--- config.mk ---
export PLATFORM = sky130hd
export DESIGN_NAME = kd_tree_query_scheduler
export DESIGN_NICKNAME = d
export VERILOG_FILES = /design/src/rtl/kd_tree_query_scheduler.sv
export SDC_FILE = /design/constraint.sdc
export NUM_CORES = 1
export LEC_CHECK = 0
export ABC_CLOCK_PERIOD_IN_PS = 3000
export BUFFER_PORTS_ARGS = -buffer_cell sky130_fd_sc_hd__clkbuf_2
export CAP_MARGIN = 25
export CORE_MARGIN = 3
export CORE_UTILIZATION = 45
export CTS_BUF_LIST = sky130_fd_sc_hd__clkbuf_8
export DETAILED_ROUTE_END_ITERATION = 7
export HOLD_SLACK_MARGIN = 0.12
export PLACE_DENSITY = 0.7
export SLEW_MARGIN = 20
export SYNTH_ARGS = -nofsm -noshare
export SYNTH_HDL_FRONTEND = slang
export SYNTH_SLANG_ARGS = --single-unit
--- constraint.sdc ---
create_clock -name clk -period 3 [get_ports clk]
set_clock_uncertainty 0.15 [all_clocks]
set_input_delay 0.6 -clock clk [delete_from_list [all_inputs] [get_ports clk]]
set_output_delay 0.6 -clock clk [all_outputs]
set_load 0.05 [all_outputs]
--- src/rtl/kd_tree_query_scheduler.sv ---
// KD-tree query scheduler: loads the node set into the tree, issues query patches under
// result-FIFO credit control and returns leaf indices in issue order.
// Optional build macro KD_SCHED_PERF_CNT_EN adds perf_cycles / perf_stall counters.
module kd_tree_query_scheduler #(
   parameter int NUM_NODES      = 63,
   parameter int INTERNAL_WIDTH = 22,
   parameter int PATCH_WIDTH    = 55,
   parameter int ADDRESS_WIDTH  = 8,
   parameter int TREE_LATENCY   = 6,
   parameter int OUT_DEPTH      = 8
) (
   input  logic                      clk,
   input  logic                      rst_n,
   input  logic                      start,
   input  logic [15:0]               num_queries,
   input  logic                      node_valid,
   input  logic [INTERNAL_WIDTH-1:0] node_data,
   output logic                      node_ready,
   input  logic                      patch_valid,
   input  logic [PATCH_WIDTH-1:0]    patch_data,
   output logic                      patch_ready,
   output logic                      tree_fsm_enable,
   output logic                      tree_sender_enable,
   output logic [INTERNAL_WIDTH-1:0] tree_sender_data,
   output logic                      tree_patch_en,
   output logic [PATCH_WIDTH-1:0]    tree_patch,
   input  logic [ADDRESS_WIDTH-1:0]  tree_leaf_index,
   input  logic                      tree_receiver_en,
   output logic                      out_valid,
   output logic [ADDRESS_WIDTH-1:0]  out_leaf,
   input  logic                      out_ready,
`ifdef KD_SCHED_PERF_CNT_EN
   output logic [31:0]               perf_cycles,
   output logic [31:0]               perf_stall,
`endif
   output logic                      busy,
   output logic                      done
);

   localparam int NODE_CW = $clog2(NUM_NODES + 1);
   localparam int PTR_W   = $clog2(OUT_DEPTH);
   localparam int CRED_W  = $clog2(OUT_DEPTH + 1);
   localparam logic [NODE_CW-1:0] LAST_NODE = NODE_CW'(NUM_NODES - 1);

   typedef enum logic [1:0] {S_IDLE, S_LOAD, S_SEARCH, S_DRAIN} state_e;

   state_e              state_q, state_d;
   logic [15:0]         nq_q, nq_d;
   logic [NODE_CW-1:0]  node_cnt_q, node_cnt_d;
   logic [15:0]         issued_q, issued_d;
   logic [15:0]         popped_q, popped_d;
   logic [CRED_W-1:0]   credits_q, credits_d;
   logic [PTR_W:0]      wr_ptr_q, rd_ptr_q;
   logic [ADDRESS_WIDTH-1:0] fifo_mem [OUT_DEPTH];

   logic node_accept, patch_accept, push, pop, job_start;

   assign job_start          = (state_q == S_IDLE) && start;
   assign node_accept        = node_valid && node_ready;
   assign patch_accept       = patch_valid && patch_ready;
   assign tree_sender_enable = node_accept;
   assign tree_sender_data   = node_accept ? node_data : '0;
   assign tree_patch_en      = patch_accept;
   assign tree_patch         = patch_accept ? patch_data : '0;
   // Late tree results after a reset or job end land in IDLE and are dropped.
   assign push      = tree_receiver_en && (state_q != S_IDLE);
   assign out_valid = (wr_ptr_q != rd_ptr_q);
   assign pop       = out_valid && out_ready;
   assign out_leaf  = out_valid ? fifo_mem[rd_ptr_q[PTR_W-1:0]] : '0;

   always_comb begin
      // NOTE: every combinational output gets a default first so no path infers a latch.
      state_d         = state_q;
      node_ready      = 1'b0;
      tree_fsm_enable = 1'b0;
      patch_ready     = 1'b0;
      done            = 1'b0;
      busy            = 1'b1;
      case (state_q)
         S_IDLE: begin
            busy = 1'b0;
            if (start) state_d = S_LOAD;
         end
         S_LOAD: begin
            tree_fsm_enable = 1'b1;
            node_ready      = 1'b1;
            if (node_valid && (node_cnt_q == LAST_NODE))
               state_d = (nq_q == 16'd0) ? S_DRAIN : S_SEARCH;
         end
         S_SEARCH: begin
            patch_ready = (issued_q < nq_q) && (credits_q != '0);
            if (patch_valid && patch_ready && ((issued_q + 16'd1) == nq_q))
               state_d = S_DRAIN;
         end
         S_DRAIN: begin
            if (popped_q == nq_q) begin
               done    = 1'b1;
               state_d = S_IDLE;
            end
         end
         default: state_d = S_IDLE;
      endcase
   end

   always_comb begin
      nq_d       = job_start ? num_queries : nq_q;
      node_cnt_d = job_start ? '0 : node_cnt_q + NODE_CW'(node_accept);
      issued_d   = job_start ? '0 : issued_q + 16'(patch_accept);
      popped_d   = job_start ? '0 : popped_q + 16'(pop);
      credits_d  = credits_q;
      if (patch_accept && !pop)      credits_d = credits_q - CRED_W'(1);
      else if (!patch_accept && pop) credits_d = credits_q + CRED_W'(1);
   end

   always_ff @(posedge clk) begin
      // NOTE: sequential state uses non-blocking assignments so all registers update together.
      if (!rst_n) begin
         state_q    <= S_IDLE;
         nq_q       <= '0;
         node_cnt_q <= '0;
         issued_q   <= '0;
         popped_q   <= '0;
         credits_q  <= CRED_W'(OUT_DEPTH);
         wr_ptr_q   <= '0;
         rd_ptr_q   <= '0;
      end else begin
         state_q    <= state_d;
         nq_q       <= nq_d;
         node_cnt_q <= node_cnt_d;
         issued_q   <= issued_d;
         popped_q   <= popped_d;
         credits_q  <= credits_d;
         if (push) wr_ptr_q <= wr_ptr_q + 1'b1;
         if (pop)  rd_ptr_q <= rd_ptr_q + 1'b1;
      end
   end

   // NOTE: FIFO storage has no reset; the pointers alone define which entries are valid.
   always_ff @(posedge clk) begin
      if (push) fifo_mem[wr_ptr_q[PTR_W-1:0]] <= tree_leaf_index;
   end

`ifdef KD_SCHED_PERF_CNT_EN
   always_ff @(posedge clk) begin
      if (!rst_n || job_start) begin
         perf_cycles <= '0;
         perf_stall  <= '0;
      end else begin
         if (busy) perf_cycles <= perf_cycles + 32'd1;
         if ((state_q == S_SEARCH) && patch_valid && !patch_ready)
            perf_stall <= perf_stall + 32'd1;
      end
   end
`else
   // Performance counters are absent in this build.
`endif

endmodule

==> reports/results.ini <==
[status]
outcome = finished with violations
failing_checks = setup timing

[clock_network]
worst_setup_hold_path_clk_slew_ns = 0.09
max-clock-path-buffers = 2
clkLatencyLatePin_ns = 0.45
cts_htree_levels = 4
root_buffer_master = clkbuf_8
cts_made_buffers = 17
tritoncts_clock_tree = built
cts_sinks = 135
cts_hold_buffers = 0

[routing]
postRouteAntennaNets = 0
via_count = 6165
wl_per_cell_um = 17.49
routed_wirelength_mm = 20.87
detail_route.drc_violations = 0
vias_per_cell = 5.168
first_iter_violations = 362
detail_route.first_pass.iterations = 4

[floorplan]
initial_utilization = 0.4663
die_width_um = 132.2
dieArea_um2 = 17480
ios = 201
rows = 45
placeableCoreArea_um2 = 15370
fp.dieH_um = 132.2

[timing]
timing.final.ws_setup_ns = -0.4737
slew_violations = 0
period_share = 1.158
report.final.setup_viol = 73
tightestPinTransition_ns = 0.7309
finalWorstPathRequiredPeriod_ns = 3.474
hold_viol_final = 0
max_slew_margin = 0.5128
rsz0062_at_grt = true
max_freq_ghz = 0.2879

[global_routing]
gr-usage-all-layers = 0.2346
antenna_found_initial = 0
overflow = 0
grt_pass1_wl_mm = 32.58
largest_net_degree_at_the_start_of_global_routing = 40
number_of_global_route_vias_before_repair = 6255

[finish]
area_delta_synth_final_pct = 47.96
antennaDiodeCount = 0
finalCoreUtilization = 0.6899
finish.instance_area_um2 = 10600
nets = 1109
final_layout_size_suffix_gt1_frac = 0.4532

[setup_path]
worst_path_max_delay_cell = dfxtp_2
worst_ep_arrival_time_ns = 2.72
slowest_delay_ns = 0.34
cp_cell_sequence = inv_2, ha_4, nor2b_4, o211ai_1, a21oi_1, o21ai_1, a21oi_2, nor2_2, and3_4, buf_6, clkbuf_16, and2_2, buf_8
critPathCaptureType = output port
startpoint_type = register
cp_data_required_time_ns = 2.25
critical_path.max_fanout = 14
critical_path_class = reg -> out

[synthesis]
yosys_register_bits = 135
synth-async-reset-ratio = 0
postSynthNetCount = 838
yosysWarnings = 0
synth.top_cell.area_share = 0.2682
syn-mean-instance-area_um2 = 10.27
synth_flop_cell = dfxtp_1
synth_sequential_area_ratio = 0.4665
synth_top_area_cell = edfxtp_1
synth.top_cells.by_area = edfxtp_1 (27%), dfxtp_1 (20%), and2_1 (6.0%)
synth_cells = 698
syn-cell-area_um2 = 7167
synth_edf_count = 64
yosys.cell_types.count = 54

[place]
routabilityCongestion = 0.8557
detailed_place.area_um2 = 9181
numPortBuffers = 200
post_detail_place_hpwl_mm = 13.85

[flow_run]
timing.max_cap.violations = 0

[pwr]
power_density_nw_per_um2 = 655.7
power.leakage_nw = 4.462
ir_worst_vdd_mv = 0.4942

[hold_path]
worst_min_delay_path_class = in -> reg

==> worst max-delay path: cells and delay by family, from the launching register on <==
kind                     cells  cell delay [ns]
AND/OR/NAND/NOR              4             0.65
AO/OA/AOI/OAI                4             0.58
buffers and inverters        4             0.47
flip-flops                   1             0.34
adder cells (fa/ha/maj)      1             0.22
==> where the power goes <==
group	switching (mW)	internal (mW)	total [mW]
Sequential	0.0832	2.06	2.15
Combinational	1.97	1.33	3.30
Clock	0.814	0.690	1.50
==> timing repair <==
| action | CTS | global route |
|---|---|---|
| gates resized for setup | 156 | 61 |
| setup buffers | 22 | 4 |
| pin swaps | 36 | 21 |
| setup endpoints to repair | 68 | 78 |
| cloned | 3 | 2 |
==> final cells by class <==
class | count | area [µm²]
Fill cell | 1113 | 4767
Multi-Input combinational cell | 501 | 3945
Sequential cell | 135 | 3349
Timing Repair Buffer | 289 | 2560
Tap cell | 211 | 264.0
Clock buffer | 17 | 234.0
Clock inverter | 15 | 155.1
Inverter | 25 | 96.34
==> Yosys cell counts, drive strengths merged, types with 4 or more instances <==
library cell / n
and3: 37
mux2i: 10
inv: 25
xnor2: 37
o21ai: 16
edfxtp: 64
dfxtp: 71
clkbuf: 24
nand2: 65
a21oi: 20
nor3: 4
nor2b: 8
nor2: 48
buf: 13
a21boi: 18
nand4: 16
xor2: 33
and2: 70
mux4: 16
nor4: 8
nand3: 15
ha: 32
or3: 10
==> path summary, 6_finish.rpt <==
path	cells past startpoint	start	endpoint	slack, ns
worst max-delay path	13	nq_q[1]	tree_patch[31]	-0.47
worst min-delay path	3	num_queries[8]	nq_q[8]	0.23
worst max register to register	19	nq_q[1]	credits_q[2]	-0.36
worst min register to register	2	node_cnt_q[5]	node_cnt_q[5]	0.36
==> kinds of logic (layout without fill, tap and decap cells) <==
kind of cell	Yosys count	in the layout	share of synthesized area
simple gates	298	298	0.2245
fa+ha+maj	32	32	0.05587
xor+xnor	70	70	0.08554
buf+inv	62	346	0.03544
compound gates	75	75	0.06791
mux	26	26	0.06425
flops	135	135	0.4665
==> layer usage <==
layer | up-vias | part of all wire | wire length, µm | GRT usage
met1 | 2986 | 0.42 | 8766 | 0.2781
li1 | 3001 | - | - | -
met5 | - | 0 | 0 | 0
met4 | 0 | 0.020 | 413 | 0.08256
met2 | 146 | 0.53 | 11020 | 0.4242
met3 | 32 | 0.032 | 671 | 0.04580
==> sequential cells by signal, summed over array words and instances, names as in the netlist, named ones only <==
signal	flops
rd_ptr_q	4
wr_ptr_q	4
node_cnt_q	6
nq_q	16
issued_q	16
state_q	2
fifo_mem	64
popped_q	16
credits_q	4
==> through the flow <==
stage               setup WS [ns]  setup TNS [ns]  power (mW)  std cells  hold WS, ns
floorplan                -0.01853         -0.7716       4.170        698       0.3080
global placement         -0.09641          -3.067       5.011       1136       0.3267
detailed placement        -0.1766          -5.609       5.049       1136       0.3433
CTS                       -0.4321          -24.68       6.929       1193       0.1971
global route              -0.6106          -38.84       7.312       1193       0.2147
finish                    -0.4737          -28.36       6.953       1193       0.2338
==> cells in the final DEF (no fill, tap or decap), drive strengths merged, types with 4 or more instances in the layout <==
cell type  count
clkbuf       169
buf          137
dfxtp         71
and2          70
nand2         65
edfxtp        64
nor2          48
and3          37
xnor2         37
inv           35
xor2          33
ha            32
a21oi         20
a21boi        18
nand4         16
mux4          16
o21ai         16
nand3         15
mux2i         10
or3           10
nor4           8
nor2b          8
nor3           4
No activity file was read; power rests on OpenSTA's default activity.
